`src/rtl/mac_layer_sequencer.sv`:
```
// Sequential evaluator for an M-layer, N-neuron fully connected network.
// A single MAC datapath walks every neuron, reading its weights from an external synchronous RAM.
module mac_layer_sequencer #(
    parameter int INT_PART   = 3,
    parameter int FRACT_PART = 5,
    parameter int N          = 4,
    parameter int M          = 3,
    parameter int RELU       = 1,
    localparam int W         = INT_PART + FRACT_PART,
    localparam int ADDR_W    = (M * N * N > 1) ? $clog2(M * N * N) : 1
) (
    input  logic                  clk,
    input  logic                  rst,
    input  logic                  start,
    input  logic [N*W-1:0]        in_values,
    input  logic signed [W-1:0]   bias,
    output logic [ADDR_W-1:0]     w_addr,
    output logic                  w_en,
    input  logic signed [W-1:0]   w_data,
    output logic                  busy,
    output logic                  done,
    output logic                  out_valid,
    output logic [N*W-1:0]        out_values
);

    localparam int IDX_W   = (N > 1) ? $clog2(N) : 1;
    localparam int LAYER_W = (M > 1) ? $clog2(M) : 1;
    localparam int ACC_W   = 2 * W + $clog2(N) + 1;
    localparam logic signed [ACC_W-1:0] SAT_MAX = ACC_W'((2 ** (W - 1)) - 1);
    localparam logic signed [ACC_W-1:0] SAT_MIN = ACC_W'(-(2 ** (W - 1)));

    typedef enum logic [2:0] {S_IDLE, S_FETCH, S_MAC, S_WB, S_DONE} state_t;

    state_t                   state_reg, state_next;
    logic [LAYER_W-1:0]       layer_reg;
    logic [IDX_W-1:0]         neuron_reg;
    logic [IDX_W-1:0]         idx_reg;
    logic signed [ACC_W-1:0]  acc_reg;
    logic signed [W-1:0]      act_reg [N];
    logic signed [W-1:0]      nxt_reg [N];
    logic signed [W-1:0]      out_reg [N];
    logic                     out_valid_reg;
    logic [ADDR_W-1:0]        w_addr_hold_reg;

    logic                     last_idx, last_neuron, last_layer;
    logic [ADDR_W-1:0]        addr_cur, addr_inc;
    logic signed [2*W-1:0]    prod;
    logic signed [ACC_W-1:0]  prod_ext, bias_ext, shifted;
    logic signed [W-1:0]      r;

    assign last_idx    = (idx_reg == IDX_W'(N - 1));
    assign last_neuron = (neuron_reg == IDX_W'(N - 1));
    assign last_layer  = (layer_reg == LAYER_W'(M - 1));

    assign addr_cur = ADDR_W'(int'(layer_reg) * N * N + int'(neuron_reg) * N + int'(idx_reg));
    assign addr_inc = ADDR_W'(int'(layer_reg) * N * N + int'(neuron_reg) * N + int'(idx_reg) + 1);

    assign prod     = act_reg[idx_reg] * w_data;
    assign prod_ext = {{(ACC_W - 2 * W){prod[2*W-1]}}, prod};
    assign bias_ext = {{(ACC_W - W){bias[W-1]}}, bias};
    assign shifted  = acc_reg >>> FRACT_PART;

    // Saturate the rescaled accumulator to the W-bit range, then optional ReLU.
    always_comb begin
        if (shifted > SAT_MAX) begin
            r = SAT_MAX[W-1:0];
        end else if (shifted < SAT_MIN) begin
            r = SAT_MIN[W-1:0];
        end else begin
            r = shifted[W-1:0];
        end
        if (RELU != 0 && r[W-1]) begin
            r = '0;
        end
    end

    always_ff @(posedge clk) begin
        if (rst) begin
            state_reg <= S_IDLE;
        end else begin
            state_reg <= state_next;
        end
    end

    always_comb begin
        state_next = state_reg;
        case (state_reg)
            S_IDLE:  if (start) state_next = S_FETCH;
            S_FETCH: state_next = S_MAC;
            S_MAC:   if (last_idx) state_next = S_WB;
            S_WB:    state_next = (last_neuron && last_layer) ? S_DONE : S_FETCH;
            S_DONE:  state_next = S_IDLE;
            default: state_next = S_IDLE;
        endcase
    end

    always_comb begin
        w_en   = 1'b0;
        w_addr = w_addr_hold_reg;
        busy   = 1'b0;
        done   = 1'b0;
        case (state_reg)
            S_FETCH: begin
                busy   = 1'b1;
                w_en   = 1'b1;
                w_addr = addr_cur;
            end
            S_MAC: begin
                busy = 1'b1;
                if (!last_idx) begin
                    w_en   = 1'b1;
                    w_addr = addr_inc;
                end
            end
            S_WB: busy = 1'b1;
            S_DONE: begin
                busy = 1'b1;
                done = 1'b1;
            end
            default: ;
        endcase
    end

    always_ff @(posedge clk) begin
        if (rst) begin
            layer_reg       <= '0;
            neuron_reg      <= '0;
            idx_reg         <= '0;
            acc_reg         <= '0;
            out_valid_reg   <= 1'b0;
            w_addr_hold_reg <= '0;
        end else begin
            w_addr_hold_reg <= w_addr;
            case (state_reg)
                S_IDLE: begin
                    if (start) begin
                        layer_reg     <= '0;
                        neuron_reg    <= '0;
                        idx_reg       <= '0;
                        out_valid_reg <= 1'b0;
                    end
                end
                S_FETCH: acc_reg <= bias_ext <<< FRACT_PART;
                S_MAC: begin
                    acc_reg <= acc_reg + prod_ext;
                    if (!last_idx) begin
                        idx_reg <= idx_reg + IDX_W'(1);
                    end
                end
                S_WB: begin
                    idx_reg <= '0;
                    if (!last_neuron) begin
                        neuron_reg <= neuron_reg + IDX_W'(1);
                    end else begin
                        neuron_reg <= '0;
                        if (!last_layer) begin
                            layer_reg <= layer_reg + LAYER_W'(1);
                        end
                    end
                end
                S_DONE: out_valid_reg <= 1'b1;
                default: ;
            endcase
        end
    end

    assign out_valid = out_valid_reg;

    // Ping-pong: nxt collects a layer's results; act is swapped in at the last neuron's write-back.
    generate
        for (genvar gi = 0; gi < N; gi++) begin : g_lane
            always_ff @(posedge clk) begin
                if (rst) begin
                    act_reg[gi] <= '0;
                    nxt_reg[gi] <= '0;
                    out_reg[gi] <= '0;
                end else begin
                    if (state_reg == S_WB && neuron_reg == IDX_W'(gi)) begin
                        nxt_reg[gi] <= r;
                    end
                    if (state_reg == S_IDLE && start) begin
                        act_reg[gi] <= in_values[gi*W +: W];
                    end else if (state_reg == S_WB && last_neuron) begin
                        act_reg[gi] <= (gi == N - 1) ? r : nxt_reg[gi];
                    end
                    if (state_reg == S_DONE) begin
                        out_reg[gi] <= act_reg[gi];
                    end
                end
            end
            assign out_values[gi*W +: W] = out_reg[gi];
        end
    endgenerate

endmodule
```
`config.mk`:
```
export PLATFORM = sky130hd
export DESIGN_NAME = mac_layer_sequencer
export DESIGN_NICKNAME = d
export VERILOG_FILES = /design/src/rtl/mac_layer_sequencer.sv
export SDC_FILE = /design/constraint.sdc
export NUM_CORES = 1
export LEC_CHECK = 0
export ABC_AREA = 1
export CAP_MARGIN = 20
export CORE_UTILIZATION = 63
export CTS_BUF_LIST = sky130_fd_sc_hd__clkbuf_16
export DETAILED_ROUTE_END_ITERATION = 16
export PLACE_DENSITY = 0.87
export SETUP_SLACK_MARGIN = 0.5
export SLEW_MARGIN = 10
export SYNTH_ARGS = -nofsm -noshare
export SYNTH_HDL_FRONTEND = slang
export SYNTH_SLANG_ARGS = --single-unit
```
`constraint.sdc`:
```
create_clock -name clk -period 17.8 [get_ports clk]
set_input_delay 3.56 -clock clk [delete_from_list [all_inputs] [get_ports clk]]
set_output_delay 3.56 -clock clk [all_outputs]
set_load 0.02 [all_outputs]
```
==> impl_metrics.tcl, run 1 <==
set metrics [dict create \
    ys_ff_latch 122 \
    wirelength_mm 23.2 \
    final_common_cell "inv_1" \
    cts-root-buf "clkbuf_16" \
    yosysSeqAreaShare 0.373 \
    finalClockSkew_ns 0.0113 \
    synth_cells 1009 \
    cts.clk_slew.worst_paths_ns 0.06 \
    numCtsBuffers 17 \
    critPathLaunchType "primary input" \
    grt_pass1_wl_mm 36.1 \
    viasPerCell 5.58 \
    max_freq_mhz 119 \
    initial_utilization 0.656 \
    grt_overflow 0 \
    status "complete, no violations" \
    fin_area_sq_um 10600 \
    cp_cell_sequence "clkdlybuf4s50_1 -> inv_1 -> nor2_1 -> inv_1 -> fa_1 -> inv_1 -> fa_1 -> fa_1 -> fa_1 -> fa_1 -> ha_1 -> nand2_1 -> nand2_1 -> nand2_1 -> nand2_1 -> nor2_1 -> nor2_1 -> nor2_1 -> nand3_1 -> nand3_1 -> a21oi_1" \
    tns_ns 0 \
    dp.cells 1259 \
    crit_end "acc_reg[18]$_SDFFE_PP0N_" \
    drive_above_1_share 0.0492 \
    cts_buffer_depth 2 \
    maxCapViolCount 0 \
    power.share.clock 0.186 \
    post_cts_buffers 0 \
    synthMuxAreaShare 0 \
    syn_area_sq_um 8830 \
    die-area_sq_um 14500 \
    vias 7225 \
    setup_viol 0 \
    grt_pass1_vias 7216 \
    p_per_area_nw_per_um2 180 \
    dp_hpwl_mm 16.7 \
    crit_family "adder cells" \
    cts.sinks 122 \
    vdd.ir_drop.worst_v 0.000152 \
    area_growth_pct 19.9 \
    relSlewSlack 0.324 \
    fin_crit_sh 0.473 \
    worst_pin_slew_ns 1.01 \
    synth_nets 1194 \
    endpoint_kind "flop" \
    diodes 0 \
    critical_path_buf_inv_count 4 \
    synth_compound_area_frac 0.0927 \
    hold_path_class "reg2reg" \
    critPathMostFrequentCell "fa_1" \
    ant_nets 0 \
    p_switching_uw 910 \
    register_area_sq_um 3290 \
    slowest_delay_ns 0.63 \
    hold_viol_final 0 \
    p_int_uw 993 \
    yosys.area_share.simple 0.150 \
    cp.depth 21 \
    final_cell_mix "inv_1, nand2_1, nor2_1" \
    cp.required_ns 18.09 \
    worst-r2r-cell-count 21 \
    grt_max_degree 34 \
    drtIter0Drc 766 \
    slew_violations 0 \
    htreeDepth 4 \
    crit_type "in2reg" \
    r2r_end "acc_reg[18]$_SDFFE_PP0N_" \
    gp_congestion 0.931 \
    worstPathArrival_ns 8.71 \
    postCtsHoldBufs 0 \
    drt-pass1-iter-count 8 \
    ff2ff_setup_slack_ns 11.65 \
    multi_input_area_sq_um 4490 \
    io_pins 93 \
    p_leak_uw 0.00504 \
    drcViolationCount 0 \
    p_comb_frac 0.626 \
    cts_resized 0 \
    io_buffers 92 \
    fp.dieH_microns 120 \
    yosysWarningCount 0 \
    grt_use_total 0.338 \
    slowest_stage "clkdlybuf4s50_1" \
    antenna_found_initial 0 \
    rows 42 \
    post-route-util 0.787 \
    die_w_microns 120 \
    netSwitchingFraction 0.478 \
    min_period_ns 8.41 \
    fin_nets 1290 \
    synth_cell_types 40 \
    cts_tree "yes" \
    avgSynthCellArea_sq_um 8.75 \
    rsz0062_at_grt "no" \
    synthXorXnorAreaFrac 0.00397 \
    routedWlPerCell_microns 17.9 \
    core_sq_um 13500 \
    path_max_fanout 7 \
    synth_top_family_by_area "adder cells" \
    p_seq_frac 0.188 \
    clk_latency_ns 0.43 \
    cp-startpoint "w_data[0]" \
    final_cells 1294 \
    synthAdderAreaFrac 0.261 \
    n_fill_cell 889 \
    placed_area_sq_um 9920 \
]
[cells in the mapped netlist]
cell type,count,area (sq um)
dfxtp_1,37,741
nand2_2,2,12.5
fa_1,84,1680
o22ai_1,28,175
clkinv_1,2,7.51
ha_1,50,626
nor3_2,2,20.0
nand3b_1,1,7.51
a31oi_1,2,12.5
o21a_1,3,22.5
o211ai_1,1,7.51
a211o_1,1,8.76
nand4_1,5,31.3
a221oi_2,1,15.0
nor2_2,1,6.26
nor2_1,122,458
buf_2,5,25.0
o31ai_1,1,7.51
a21oi_1,67,335
nand2_1,147,552
edfxtp_1,85,2550
a22o_1,1,8.76
xnor2_1,2,17.5
clkbuf_1,17,63.8
a2111oi_0,1,8.76
buf_4,1,7.51
nand3_1,38,190
o21bai_1,3,22.5
or2_2,1,6.26
or2_1,1,6.26
inv_2,8,30.0
nand3_2,1,10.0
o21ai_1,5,25.0
o21ai_0,32,160
xor2_1,2,17.5
inv_1,242,908
nor3_1,4,20.0
nor4_1,1,6.26
o221ai_1,1,8.76
buf_1,1,3.75
[power groups by stage]
stage | Sequential [uW] | Clock (uW) | Combinational, uW
floorplan | 354 | 0 | 881
global placement | 360 | 0 | 1120
detailed placement | 361 | 0 | 1170
CTS | 356 | 351 | 1190
global route | 360 | 363 | 1360
finish | 358 | 354 | 1190
[layer usage]
| layer | global-route usage | wire length [microns] | up-vias |
|---|---|---|---|
| met5 | 0 | 0 | - |
| li1 | - | - | 3356 |
| met2 | 0.558 | 11500 | 397 |
| met1 | 0.415 | 8800 | 3391 |
| met3 | 0.0750 | 1800 | 81 |
| met4 | 0.180 | 1090 | 0 |
[worst min-delay path by stage]
| stage | startpoint | to | slack [ns] | cells past startpoint |
|---|---|---|---|---|
| after detailed placement | acc_reg[0]$_SDFFE_PP0N_ | acc_reg[0]$_SDFFE_PP0N_ | 0.47 | 2 |
| after global routing | acc_reg[1]$_SDFFE_PP0N_ | acc_reg[1]$_SDFFE_PP0N_ | 0.50 | 2 |
| final | w_addr_hold_reg[4]$_SDFF_PP0_ | w_addr_hold_reg[4]$_SDFF_PP0_ | 0.48 | 2 |
| after global placement | acc_reg[0]$_SDFFE_PP0N_ | acc_reg[0]$_SDFFE_PP0N_ | 0.45 | 2 |
| after floorplan | acc_reg[1]$_SDFFE_PP0N_ | acc_reg[1]$_SDFFE_PP0N_ | 0.44 | 2 |
| after CTS | w_addr_hold_reg[4]$_SDFF_PP0_ | w_addr_hold_reg[4]$_SDFF_PP0_ | 0.48 | 2 |
[final cells by class]
type / instances / area share
repair buffers: 101 / 0.0979
flip-flops and latches: 122 / 0.311
inverters: 252 / 0.0894
well taps: 176 / 0.0208
clock buffers: 17 / 0.0402
clock inverters: 15 / 0.0166
multi-input cells: 611 / 0.424
[kinds of logic (layout without fill, tap and decap cells)]
family | count (synthesis) | count (layout)
AOI/OAI and AO/OA | 147 | 147
DFF | 122 | 122
buffers and inverters | 276 | 385
and+or+nand+nor | 326 | 326
xor gates and xnor gates | 4 | 4
adders and majority gates | 134 | 134
[tightest hold or removal path, stage by stage (launching register included)]
cell and delay (ns):
dfxtp_1 0.29, nand2_1 0.07, a21oi_1 0.06
[stage by stage]
stage | setup WS, ns | power (uW) | hold slack (ns)
CTS | 8.81 | 1890 | 0.481
floorplan | 9.57 | 1240 | 0.440
finish | 9.39 | 1900 | 0.477
global route | 9.08 | 2090 | 0.503
global placement | 8.63 | 1480 | 0.454
detailed placement | 8.41 | 1530 | 0.470
(Power assumes the default switching activity.)
==> run 2: changes to the inputs <==
Settings changed: CORE_UTILIZATION 63 to 53, PLACE_DENSITY 0.87 to 0.78.
Clock period 17.8 ns to 6.8 ns, I/O delays scaled along.
==> run 2 against run 1 <==
Sequential power grew to 2.6 times the previous value. Non-clock buffer count is 2 higher. Die area is 19% higher. Largest power group unchanged. Worst hold slack worse by 0.0041 ns. Via count is 4.5% lower.
==> impl_metrics.tcl, run 2 (synthesis results as in run 1) <==
set metrics [dict create \
    status "complete, no violations" \
    final_cells 1336 \
    ff2ff_setup_slack_ns 1.10 \
    rows 46 \
    drive_above_1_share 0.0482 \
    fin_area_sq_um 10600 \
    critPathLaunchType "primary input" \
    fin_crit_sh 0.873 \
    cts-root-buf "clkbuf_16" \
    total_power_uw 4820 \
    dp.cells 1303 \
    hold_path_class "reg2reg" \
    n_fill_cell 1258 \
    cp.required_ns 7.09 \
    relSlewSlack 0.627 \
    p_seq_frac 0.192 \
    final_cell_mix "inv_1, nand2_1, nor2_1" \
    p_comb_frac 0.624 \
    p_switching_uw 2250 \
    drt-pass1-iter-count 5 \
    p_leak_uw 0.00505 \
    fp.dieH_microns 131 \
    die_w_microns 131 \
    cts.sinks 122 \
    vias 6900 \
    crit_type "in2reg" \
    numCtsBuffers 17 \
    maxCapViolCount 0 \
    gp_congestion 0.913 \
    critPathMostFrequentCell "fa_1" \
    vdd.ir_drop.worst_v 0.000433 \
    crit_end "acc_reg[18]$_SDFFE_PP0N_" \
    grt_use_total 0.251 \
    cts.clk_slew.worst_paths_ns 0.05 \
    viasPerCell 5.16 \
    worstPathArrival_ns 6.22 \
    grt_pass1_vias 6488 \
    cp.depth 21 \
    routedWlPerCell_microns 15.1 \
    core_sq_um 16100 \
    cts_buffer_depth 2 \
    hold_viol_final 0 \
    worst-r2r-cell-count 22 \
    htreeDepth 4 \
    grt_max_degree 34 \
    fin_nets 1292 \
    worst_pin_slew_ns 0.558 \
    slowest_stage "clkdlybuf4s50_1" \
    clk_latency_ns 0.41 \
    p_per_area_nw_per_um2 455 \
    r2r_end "acc_reg[18]$_SDFFE_PP0N_" \
    cts_resized 0 \
    area_growth_pct 20.2 \
    path_max_fanout 7 \
    die-area_sq_um 17200 \
    slowest_delay_ns 0.61 \
    final_common_cell "inv_1" \
    diodes 0 \
    grt_overflow 0 \
    max_freq_mhz 169 \
    drtIter0Drc 651 \
    cp_cell_sequence "clkdlybuf4s50_1 -> inv_1 -> nor2_1 -> inv_1 -> fa_1 -> inv_1 -> fa_1 -> fa_1 -> fa_1 -> fa_1 -> ha_1 -> nand2_1 -> nand2_1 -> nand2_1 -> nand2_1 -> nor2_1 -> nor2_1 -> nor2_1 -> nand3_1 -> nand3_1 -> a21oi_1" \
    antenna_found_initial 0 \
    cp-startpoint "w_data[0]" \
    crit_family "adder cells" \
    placed_area_sq_um 9990 \
    wirelength_mm 20.2 \
    rsz0062_at_grt "no" \
    cts_tree "yes" \
    min_period_ns 5.93 \
    ant_nets 0 \
    finalClockSkew_ns 0.00622 \
    netSwitchingFraction 0.467 \
    initial_utilization 0.550 \
    endpoint_kind "flop" \
    io_pins 93 \
    postCtsHoldBufs 0 \
    io_buffers 92 \
    tns_ns 0 \
    power.share.clock 0.184 \
    post_cts_buffers 0 \
    slew_violations 0 \
    p_int_uw 2570 \
    dp_hpwl_mm 15.8 \
    setup_viol 0 \
    drcViolationCount 0 \
    grt_pass1_wl_mm 32.3 \
    critical_path_buf_inv_count 4 \
]
## run 2: cell types whose count changed in the layout (fill, tap and decap cells not counted)
cell,before,now
inv_6,2,1
clkinvlp_4,5,2
buf_16,2,1
clkinv_1,3,4
buf_8,1,0
inv_1,243,245
clkinv_2,1,2
buf_4,6,10
## run 2: final cells by class
type / instances / area [sq um] / share of cell area
Tap cell: 216 / 270 / 0.0255
Multi-Input combinational cell: 611 / 4490 / 0.423
Clock inverter: 15 / 160 / 0.0151
Timing Repair Buffer: 103 / 1020 / 0.0965
Clock buffer: 17 / 425 / 0.0401
Sequential cell: 122 / 3290 / 0.311
Inverter: 252 / 946 / 0.0892
## run 2: power by group through the flow
stage	registers [uW]	clock network, uW	logic (uW)
2_1_floorplan	927	0	2310
3_3_place_gp	938	0	2920
3_5_place_dp	940	0	3000
4_1_cts	926	899	3010
5_1_grt	933	929	3480
6_report	926	888	3010
## run 2: tightest hold or removal path: cells and delay by family (launching register included)
kind / cells / cell delay [ns]
and+or+nand+nor: 1 / 0.07
AOI/OAI and AO/OA: 1 / 0.06
DFF: 1 / 0.29
## run 2: through the flow
stage | util | hold slack [ns] | setup slack [ns]
after floorplan | - | 0.440 | 0.774
after global placement | 0.622 | 0.450 | 0.673
after detailed placement | 0.622 | 0.456 | 0.541
after CTS | 0.659 | 0.468 | 0.953
after global routing | 0.660 | 0.473 | 0.652
final | 0.660 | 0.473 | 0.865
## run 2: layer usage
metal / routed length (microns) / global-route usage / up-vias
li1: - / - / 3354
met1: 8840 / 0.343 / 3281
met2: 9840 / 0.404 / 225
met3: 1010 / 0.0464 / 40
met4: 479 / 0.0852 / 0
met5: 0 / 0 / -
## run 2: worst min-delay path by stage
| stage | start | endpoint | slack, ns | depth (start not counted) |
|---|---|---|---|---|
| finish | w_addr_hold_reg[4]$_SDFF_PP0_ | w_addr_hold_reg[4]$_SDFF_PP0_ | 0.47 | 2 |
| CTS | acc_reg[3]$_SDFFE_PP0N_ | acc_reg[3]$_SDFFE_PP0N_ | 0.47 | 2 |
| floorplan | acc_reg[1]$_SDFFE_PP0N_ | acc_reg[1]$_SDFFE_PP0N_ | 0.44 | 2 |
| detailed placement | acc_reg[4]$_SDFFE_PP0N_ | acc_reg[4]$_SDFFE_PP0N_ | 0.46 | 2 |
| global placement | acc_reg[4]$_SDFFE_PP0N_ | acc_reg[4]$_SDFFE_PP0N_ | 0.45 | 2 |
| global route | acc_reg[3]$_SDFFE_PP0N_ | acc_reg[3]$_SDFFE_PP0N_ | 0.47 | 2 |
==> run 3: changes to the inputs <==
Settings changed: GPL_ROUTABILITY_DRIVEN from default to 1, HOLD_SLACK_MARGIN from default to 0.12.
==> results of run 3 <==
Final layout, timing and power as in run 2 (identical DEF).
